$ cat config.mk
export PLATFORM = sky130hd
export DESIGN_NAME = pc_fetch_sequencer_flat
export DESIGN_NICKNAME = d
export VERILOG_FILES = /design/src/rtl/pc_fetch_sequencer_pkg.sv /design/src/rtl/pc_fetch_sequencer_if.sv /design/src/rtl/pc_fetch_sequencer_next_pc_logic.sv /design/src/rtl/pc_fetch_sequencer.sv /design/src/flat_wrapper.sv
export SDC_FILE = /design/constraint.sdc
export NUM_CORES = 1
export LEC_CHECK = 0
export BUFFER_PORTS_ARGS = -buffer_cell sky130_fd_sc_hd__buf_4
export CORE_MARGIN = 5
export CORE_UTILIZATION = 55
export DETAILED_ROUTE_END_ITERATION = 10
export GPL_ROUTABILITY_DRIVEN = 0
export HOLD_SLACK_MARGIN = 0.03
export PLACE_DENSITY = 0.92
export REMOVE_ABC_BUFFERS = 1
export SLEW_MARGIN = 40
export SYNTH_ARGS = -nofsm -noshare
export SYNTH_HDL_FRONTEND = slang
export SYNTH_SLANG_ARGS = --single-unit
$ cat constraint.sdc
create_clock -name CLK -period 9.32 [get_ports CLK]
set_input_delay 0.466 -clock CLK [delete_from_list [all_inputs] [get_ports CLK]]
set_output_delay 0.466 -clock CLK [all_outputs]
set_load 0.02 [all_outputs]
$ cat src/rtl/pc_fetch_sequencer_pkg.sv
// Shared types and constants for the LEGv8 fetch sequencer: fetch FSM states,
// instruction size and the default reset vector.
package pc_fetch_sequencer_pkg;

  typedef enum logic [1:0] {
    ST_REQ  = 2'd0,
    ST_WAIT = 2'd1,
    ST_HOLD = 2'd2
  } fetch_state_e;

  localparam int unsigned INSN_BYTES           = 4;
  localparam int unsigned DEFAULT_INSN_W       = 32;
  localparam logic [63:0] DEFAULT_RESET_VECTOR = 64'h0;

  // A resolved control-flow instruction only redirects when it is actually taken.
  function automatic logic branch_taken(
    input logic valid,
    input logic branch,
    input logic alu_zero,
    input logic uncond
  );
    return valid & (uncond | (branch & alu_zero));
  endfunction

endpackage

$ cat src/rtl/pc_fetch_sequencer_if.sv
// Bundle of the imem, decode and execute-redirect signals around the fetch sequencer.
// master = the sequencer itself, slave = the surrounding pipeline/memory.
interface pc_fetch_sequencer_if
  import pc_fetch_sequencer_pkg::*;
#(
  parameter int INSN_W = DEFAULT_INSN_W
);

  logic              ImemReqValid;
  logic [63:0]       ImemReqAddr;
  logic              ImemReqReady;
  logic              ImemRspValid;
  logic [INSN_W-1:0] ImemRspData;

  logic              InsnValid;
  logic [INSN_W-1:0] Insn;
  logic [63:0]       InsnPC;
  logic              InsnReady;

  logic              BranchValid;
  logic [63:0]       BranchPC;
  logic [63:0]       SignExtImm64;
  logic              Branch;
  logic              ALUZero;
  logic              Uncondbranch;

  logic [63:0]       CurrentPC;

  modport master (
    output ImemReqValid, ImemReqAddr, InsnValid, Insn, InsnPC, CurrentPC,
    input  ImemReqReady, ImemRspValid, ImemRspData, InsnReady,
    input  BranchValid, BranchPC, SignExtImm64, Branch, ALUZero, Uncondbranch
  );

  modport slave (
    input  ImemReqValid, ImemReqAddr, InsnValid, Insn, InsnPC, CurrentPC,
    output ImemReqReady, ImemRspValid, ImemRspData, InsnReady,
    output BranchValid, BranchPC, SignExtImm64, Branch, ALUZero, Uncondbranch
  );

endinterface

$ cat src/rtl/pc_fetch_sequencer_next_pc_logic.sv
// LEGv8 next-PC logic: branch target when a branch condition holds, else PC+4.
// The offset arrives already byte-scaled, so no shift is applied here.
module pc_fetch_sequencer_next_pc_logic
  import pc_fetch_sequencer_pkg::*;
(
  input  logic [63:0] current_pc,
  input  logic [63:0] sign_ext_imm64,
  input  logic        branch,
  input  logic        alu_zero,
  input  logic        uncond_branch,
  output logic [63:0] next_pc
);

  always_comb begin
    if (uncond_branch | (branch & alu_zero)) begin
      next_pc = current_pc + sign_ext_imm64;
    end else begin
      next_pc = current_pc + 64'(INSN_BYTES);
    end
  end

endmodule

$ cat src/rtl/pc_fetch_sequencer.sv
// Architectural PC owner and single-outstanding instruction fetch sequencer
// between imem and decode, with execute-stage redirect and in-flight squash.
//
// state | meaning
// REQ   | request for CurrentPC presented to imem until accepted
// WAIT  | request accepted, waiting for the read-data pulse
// HOLD  | fetched word held toward decode until taken
module pc_fetch_sequencer
  import pc_fetch_sequencer_pkg::*;
#(
  parameter logic [63:0] RESET_VECTOR = DEFAULT_RESET_VECTOR,
  parameter int          INSN_W       = DEFAULT_INSN_W
) (
  input logic                  CLK,
  input logic                  Reset,
  pc_fetch_sequencer_if.master bus
);

  fetch_state_e      state_q, state_d;
  logic [63:0]       current_pc_q, current_pc_d;
  logic [63:0]       insn_pc_q, insn_pc_d;
  logic [INSN_W-1:0] insn_q, insn_d;
  logic              squash_q, squash_d;
  logic              req_valid_q, req_valid_d;
  logic              insn_valid_q, insn_valid_d;

  logic              taken;
  logic              req_fire;
  logic              insn_fire;
  logic [63:0]       target;
  logic [63:0]       pc_plus4;

  pc_fetch_sequencer_next_pc_logic u_next_pc_logic (
    .current_pc     (bus.BranchPC),
    .sign_ext_imm64 (bus.SignExtImm64),
    .branch         (bus.Branch),
    .alu_zero       (bus.ALUZero),
    .uncond_branch  (bus.Uncondbranch),
    .next_pc        (target)
  );

  assign taken     = branch_taken(bus.BranchValid, bus.Branch, bus.ALUZero, bus.Uncondbranch);
  assign req_fire  = req_valid_q & bus.ImemReqReady;
  assign insn_fire = insn_valid_q & bus.InsnReady;
  assign pc_plus4  = current_pc_q + 64'(INSN_BYTES);

  always_ff @(posedge CLK or posedge Reset) begin
    if (Reset) begin
      state_q      <= ST_REQ;
      current_pc_q <= RESET_VECTOR;
      insn_pc_q    <= '0;
      insn_q       <= '0;
      squash_q     <= 1'b0;
      req_valid_q  <= 1'b0;
      insn_valid_q <= 1'b0;
    end else begin
      state_q      <= state_d;
      current_pc_q <= current_pc_d;
      insn_pc_q    <= insn_pc_d;
      insn_q       <= insn_d;
      squash_q     <= squash_d;
      req_valid_q  <= req_valid_d;
      insn_valid_q <= insn_valid_d;
    end
  end

  always_comb begin
    state_d      = state_q;
    current_pc_d = current_pc_q;
    insn_pc_d    = insn_pc_q;
    insn_d       = insn_q;
    squash_d     = squash_q;
    insn_valid_d = insn_valid_q;

    case (state_q)
      ST_REQ: begin
        if (req_fire) begin
          state_d = ST_WAIT;
          // The request just issued is for the old path; drop its data on return.
          if (taken) begin
            squash_d = 1'b1;
          end
        end
      end
      ST_WAIT: begin
        if (bus.ImemRspValid) begin
          if (taken || squash_q) begin
            squash_d = 1'b0;
            state_d  = ST_REQ;
          end else begin
            insn_d       = bus.ImemRspData;
            insn_pc_d    = current_pc_q;
            current_pc_d = pc_plus4;
            insn_valid_d = 1'b1;
            state_d      = ST_HOLD;
          end
        end else if (taken) begin
          squash_d = 1'b1;
        end
      end
      ST_HOLD: begin
        if (taken || insn_fire) begin
          insn_valid_d = 1'b0;
          state_d      = ST_REQ;
        end
      end
      default: begin
        state_d = ST_REQ;
      end
    endcase

    // Redirect outranks every state transition above.
    if (taken) begin
      current_pc_d = target;
    end

    req_valid_d = (state_d == ST_REQ);
  end

  always_comb begin
    bus.ImemReqValid = req_valid_q;
    bus.ImemReqAddr  = current_pc_q;
    bus.InsnValid    = insn_valid_q;
    bus.Insn         = insn_q;
    bus.InsnPC       = insn_pc_q;
    bus.CurrentPC    = current_pc_q;
  end

  a_hold_matches_valid : assert property (
    @(posedge CLK) disable iff (Reset) insn_valid_q == (state_q == ST_HOLD)
  );

  a_req_addr_stable : assert property (
    @(posedge CLK) disable iff (Reset)
      (req_valid_q && !bus.ImemReqReady && !taken) |=> (req_valid_q && $stable(current_pc_q))
  );

endmodule

$ cat src/flat_wrapper.sv
// flat-port wrapper written by rule: the top's interface ports become plain ports
module pc_fetch_sequencer_flat import pc_fetch_sequencer_pkg::*;
#(
  parameter logic [63:0] RESET_VECTOR = DEFAULT_RESET_VECTOR,
  parameter int          INSN_W       = DEFAULT_INSN_W
)
  (CLK, Reset, bus_ImemReqValid, bus_ImemReqAddr, bus_InsnValid, bus_Insn, bus_InsnPC, bus_CurrentPC, bus_ImemReqReady, bus_ImemRspValid, bus_ImemRspData, bus_InsnReady, bus_BranchValid, bus_BranchPC, bus_SignExtImm64, bus_Branch, bus_ALUZero, bus_Uncondbranch);
  pc_fetch_sequencer_if #(.INSN_W(INSN_W)) bus_i ();
  input logic CLK;
  input logic Reset;
  output wire logic [$bits(bus_i.ImemReqValid)-1:0] bus_ImemReqValid;
  output wire logic [$bits(bus_i.ImemReqAddr)-1:0] bus_ImemReqAddr;
  output wire logic [$bits(bus_i.InsnValid)-1:0] bus_InsnValid;
  output wire logic [$bits(bus_i.Insn)-1:0] bus_Insn;
  output wire logic [$bits(bus_i.InsnPC)-1:0] bus_InsnPC;
  output wire logic [$bits(bus_i.CurrentPC)-1:0] bus_CurrentPC;
  input wire logic [$bits(bus_i.ImemReqReady)-1:0] bus_ImemReqReady;
  input wire logic [$bits(bus_i.ImemRspValid)-1:0] bus_ImemRspValid;
  input wire logic [$bits(bus_i.ImemRspData)-1:0] bus_ImemRspData;
  input wire logic [$bits(bus_i.InsnReady)-1:0] bus_InsnReady;
  input wire logic [$bits(bus_i.BranchValid)-1:0] bus_BranchValid;
  input wire logic [$bits(bus_i.BranchPC)-1:0] bus_BranchPC;
  input wire logic [$bits(bus_i.SignExtImm64)-1:0] bus_SignExtImm64;
  input wire logic [$bits(bus_i.Branch)-1:0] bus_Branch;
  input wire logic [$bits(bus_i.ALUZero)-1:0] bus_ALUZero;
  input wire logic [$bits(bus_i.Uncondbranch)-1:0] bus_Uncondbranch;
  assign bus_ImemReqValid = bus_i.ImemReqValid;
  assign bus_ImemReqAddr = bus_i.ImemReqAddr;
  assign bus_InsnValid = bus_i.InsnValid;
  assign bus_Insn = bus_i.Insn;
  assign bus_InsnPC = bus_i.InsnPC;
  assign bus_CurrentPC = bus_i.CurrentPC;
  assign bus_i.ImemReqReady = bus_ImemReqReady;
  assign bus_i.ImemRspValid = bus_ImemRspValid;
  assign bus_i.ImemRspData = bus_ImemRspData;
  assign bus_i.InsnReady = bus_InsnReady;
  assign bus_i.BranchValid = bus_BranchValid;
  assign bus_i.BranchPC = bus_BranchPC;
  assign bus_i.SignExtImm64 = bus_SignExtImm64;
  assign bus_i.Branch = bus_Branch;
  assign bus_i.ALUZero = bus_ALUZero;
  assign bus_i.Uncondbranch = bus_Uncondbranch;
  pc_fetch_sequencer #(.RESET_VECTOR(RESET_VECTOR), .INSN_W(INSN_W)) u_core (.CLK(CLK), .Reset(Reset), .bus(bus_i));
endmodule
==> out/qor.csv <==
metric,value,unit
yosysSeqAreaShare,37.2,%
cp-end-kind,flip-flop,
cap_violations,0,
cp_slowest_cell,fa_1,
synth_cell_types,60,
worstPathMaxFanout,3,
dp.cells,1749,
irDropWorstVdd,0.000136,V
cts_max_level,4,
fillCellCount,1379,
grt_pass1_vias,10500,
async_flop_share,100,%
critPathBufInv,1,
placement.io_buffers,394,
final_antenna_net_count,0,
fin_crit_sh,41.2,%
syn_area,11100,µm²
synth_warnings,0,
crit_arrival,4.13,ns
vias,10600,
postSynthCellCount,1185,
critPathLaunchType,primary input,
hold_violations,0,
syn_area_per_cell,9.38,µm²
worst_pin_slew,0.760,ns
wl,34500,µm
crit_top_cell,a211oi_2,
cts-root-buf,clkbuf_16,
leakagePower,6.86,nW
cts_tree,done,
post-route-drc-count,0,
crit_type,primary input to flip-flop,
cts_setup_buffers,0,
start_util,55.4,%
clock_latency,0.43,ns
ctsResizeCount,0,
pin_count,395,
grt_antenna_before_repair,0,
final_cell_mix,"395 x buf_4, 165 x dfrtp_1, 141 x nand2_1",
numCtsBuffers,17,
hold_buffers,0,
max_slew_margin,48.9,%
power,3.77,mW
grt_usage,28.5,%
placementRows,52,
ys_seq_elements,165,
synth_edf_count,0,
vias_per_cell,5.92,
grt_pass1_wl,54800,µm
grt_max_degree,92,
worst_path_dominant_cell_family,compound AO/OA/AOI/OAI gates,
fmaxAchievable,261,MHz
cpPeakStageDelay,0.44,ns
setup_viol,0,
placed_cell_area,13800,µm²
min_period,3.84,ns
ys.flop_type,dfrtp_1,
drive_above_1_share,36.2,%
die_h,152,µm
layout_commonest_cell,buf_4,
fin_area,14500,µm²
clock_sinks,165,
wire_per_inst,19.4,µm
antennaDiodeCount,0,
cellPowerDensity,261,nW/µm²
final_cell_count_no_fill,1781,
fin_setup_tns,0,ns
nets,1732,
hpwlAfterDp,26400,µm
fin_skew,0.0141,ns
crit_path_cell_trace,buf_4 -> ha_1 -> fa_1 -> a21oi_2 -> o211ai_1 -> a221oi_2 -> a211oi_2 -> a211o_1 -> a31o_2 -> a211oi_2 -> o221ai_1 -> a311o_1 -> xnor2_1 -> a21oi_1,
min_path_type,primary input to async pin,
drv_slew,0,
post-place-ws,5.23,ns
synthToLayoutAreaGrowth,30.2,%
worst_slack,5.48,ns
firstDrtPassIters,6,
clkTransAtPathRegs,0.07,ns
outcome,"finished, final reports clean",
die-area,23100,µm²
rsz0062_at_grt,false,
reg2reg_slack,5.97,ns
drt_iter0_markers,879,
clk_path_buf_depth,2,
gr-total-overflow,0,
die_width,152,µm
worstPathRequired,9.61,ns
core_area,20000,µm²
[sequential cells by signal (all words and copies together), names as in the netlist]
name / count
u_core.bus.CurrentPC: 64
u_core.bus.InsnPC: 64
u_core.state_q: 2
u_core.bus.ImemReqValid: 1
u_core.bus.InsnValid: 1
u_core.squash_q: 1
u_core.bus.Insn: 32
[kinds of logic after synthesis]
group | Yosys count | share of synthesized area, %
adder cells (fa/ha/maj) | 65 | 7.39
AND/OR/NAND/NOR | 335 | 14.2
multiplexers | 98 | 9.91
buffers and inverters | 127 | 6.50
XOR/XNOR | 115 | 9.07
flip-flops | 165 | 37.2
AO/OA/AOI/OAI | 280 | 15.8
[cells in the mapped netlist (3+ instances only)]
| cell | n | area, µm² |
|---|---|---|
| o211ai_1 | 6 | 45.0 |
| mux2_2 | 96 | 1080 |
| o21bai_1 | 12 | 90.1 |
| a21o_1 | 30 | 225 |
| dfrtp_1 | 165 | 4130 |
| buf_1 | 4 | 15.0 |
| and3_1 | 14 | 87.6 |
| a211oi_1 | 7 | 52.6 |
| nor2b_1 | 13 | 81.3 |
| nand3_1 | 31 | 155 |
| buf_2 | 4 | 20.0 |
| inv_1 | 22 | 82.6 |
| nand4_1 | 27 | 169 |
| a21boi_1 | 3 | 22.5 |
| nor2_1 | 60 | 225 |
| o221ai_1 | 5 | 43.8 |
| a21oi_1 | 85 | 425 |
| buf_4 | 64 | 480 |
| xor2_1 | 39 | 342 |
| a211oi_2 | 3 | 37.5 |
| and4_1 | 7 | 61.3 |
| o21a_1 | 7 | 52.6 |
| o21ai_0 | 75 | 375 |
| or2_2 | 3 | 18.8 |
| a221oi_1 | 3 | 26.3 |
| clkbuf_1 | 32 | 120 |
| o31ai_1 | 7 | 52.6 |
| and2_1 | 12 | 75.1 |
| ha_1 | 64 | 801 |
| nor3_1 | 13 | 65.1 |
| o21ai_1 | 11 | 55.1 |
| nand2_1 | 142 | 533 |
| nand2b_1 | 3 | 18.8 |
| a31oi_1 | 7 | 43.8 |
| xnor2_1 | 76 | 666 |
[layout make-up]
type                    instances  area (µm²)  share of cell area (%)
flip-flops and latches        165        4130                    28.5
well taps                     270         338                    2.34
inverters                      23        93.8                   0.649
clock buffers                  17         425                    2.94
repair buffers                398        3000                    20.7
multi-input cells             893        6260                    43.3
clock inverters                15         216                    1.50
[where the power goes]
part           switching [mW]  total, mW  internal [mW]
registers               0.267       1.26          0.990
clock network           0.317      0.775          0.458
logic                   0.935       1.74          0.806
[path summary, 6_finish.rpt]
kind,endpoint,start,depth (start not counted)
setup reg to reg,u_core.bus.CurrentPC[63],u_core.state_q[1],9
hold / removal,u_core.bus.InsnPC[4],Reset,2
min in group CLK,u_core.bus.Insn[12],bus_ImemRspData[12],2
setup / recovery,u_core.bus.CurrentPC[58],bus_SignExtImm64[0],14
hold reg to reg,u_core.bus.InsnPC[53],u_core.bus.InsnPC[53],1
max in group asynchronous,u_core.bus.Insn[19],Reset,3
[per-stage QoR]
| stage | util [%] | hold slack [ns] |
|---|---|---|
| final | 72.2 | 0.112 |
| after global routing | 72.2 | 0.175 |
| after CTS | 72.1 | 0.233 |
| after detailed placement | 68.9 | 0.497 |
| after global placement | 68.9 | 0.491 |
| after floorplan | - | 0.505 |
[per-layer routing]
layer	track usage, %	share of wire, %	vias up	wire [µm]
li1	-	-	4784	-
met1	35.1	39	5006	13300
met2	49.3	50	627	17300
met3	5.60	7.3	134	2520
met4	11.6	3.9	0	1360
met5	0	0	-	0
No activity file was read; power rests on OpenSTA's default activity.
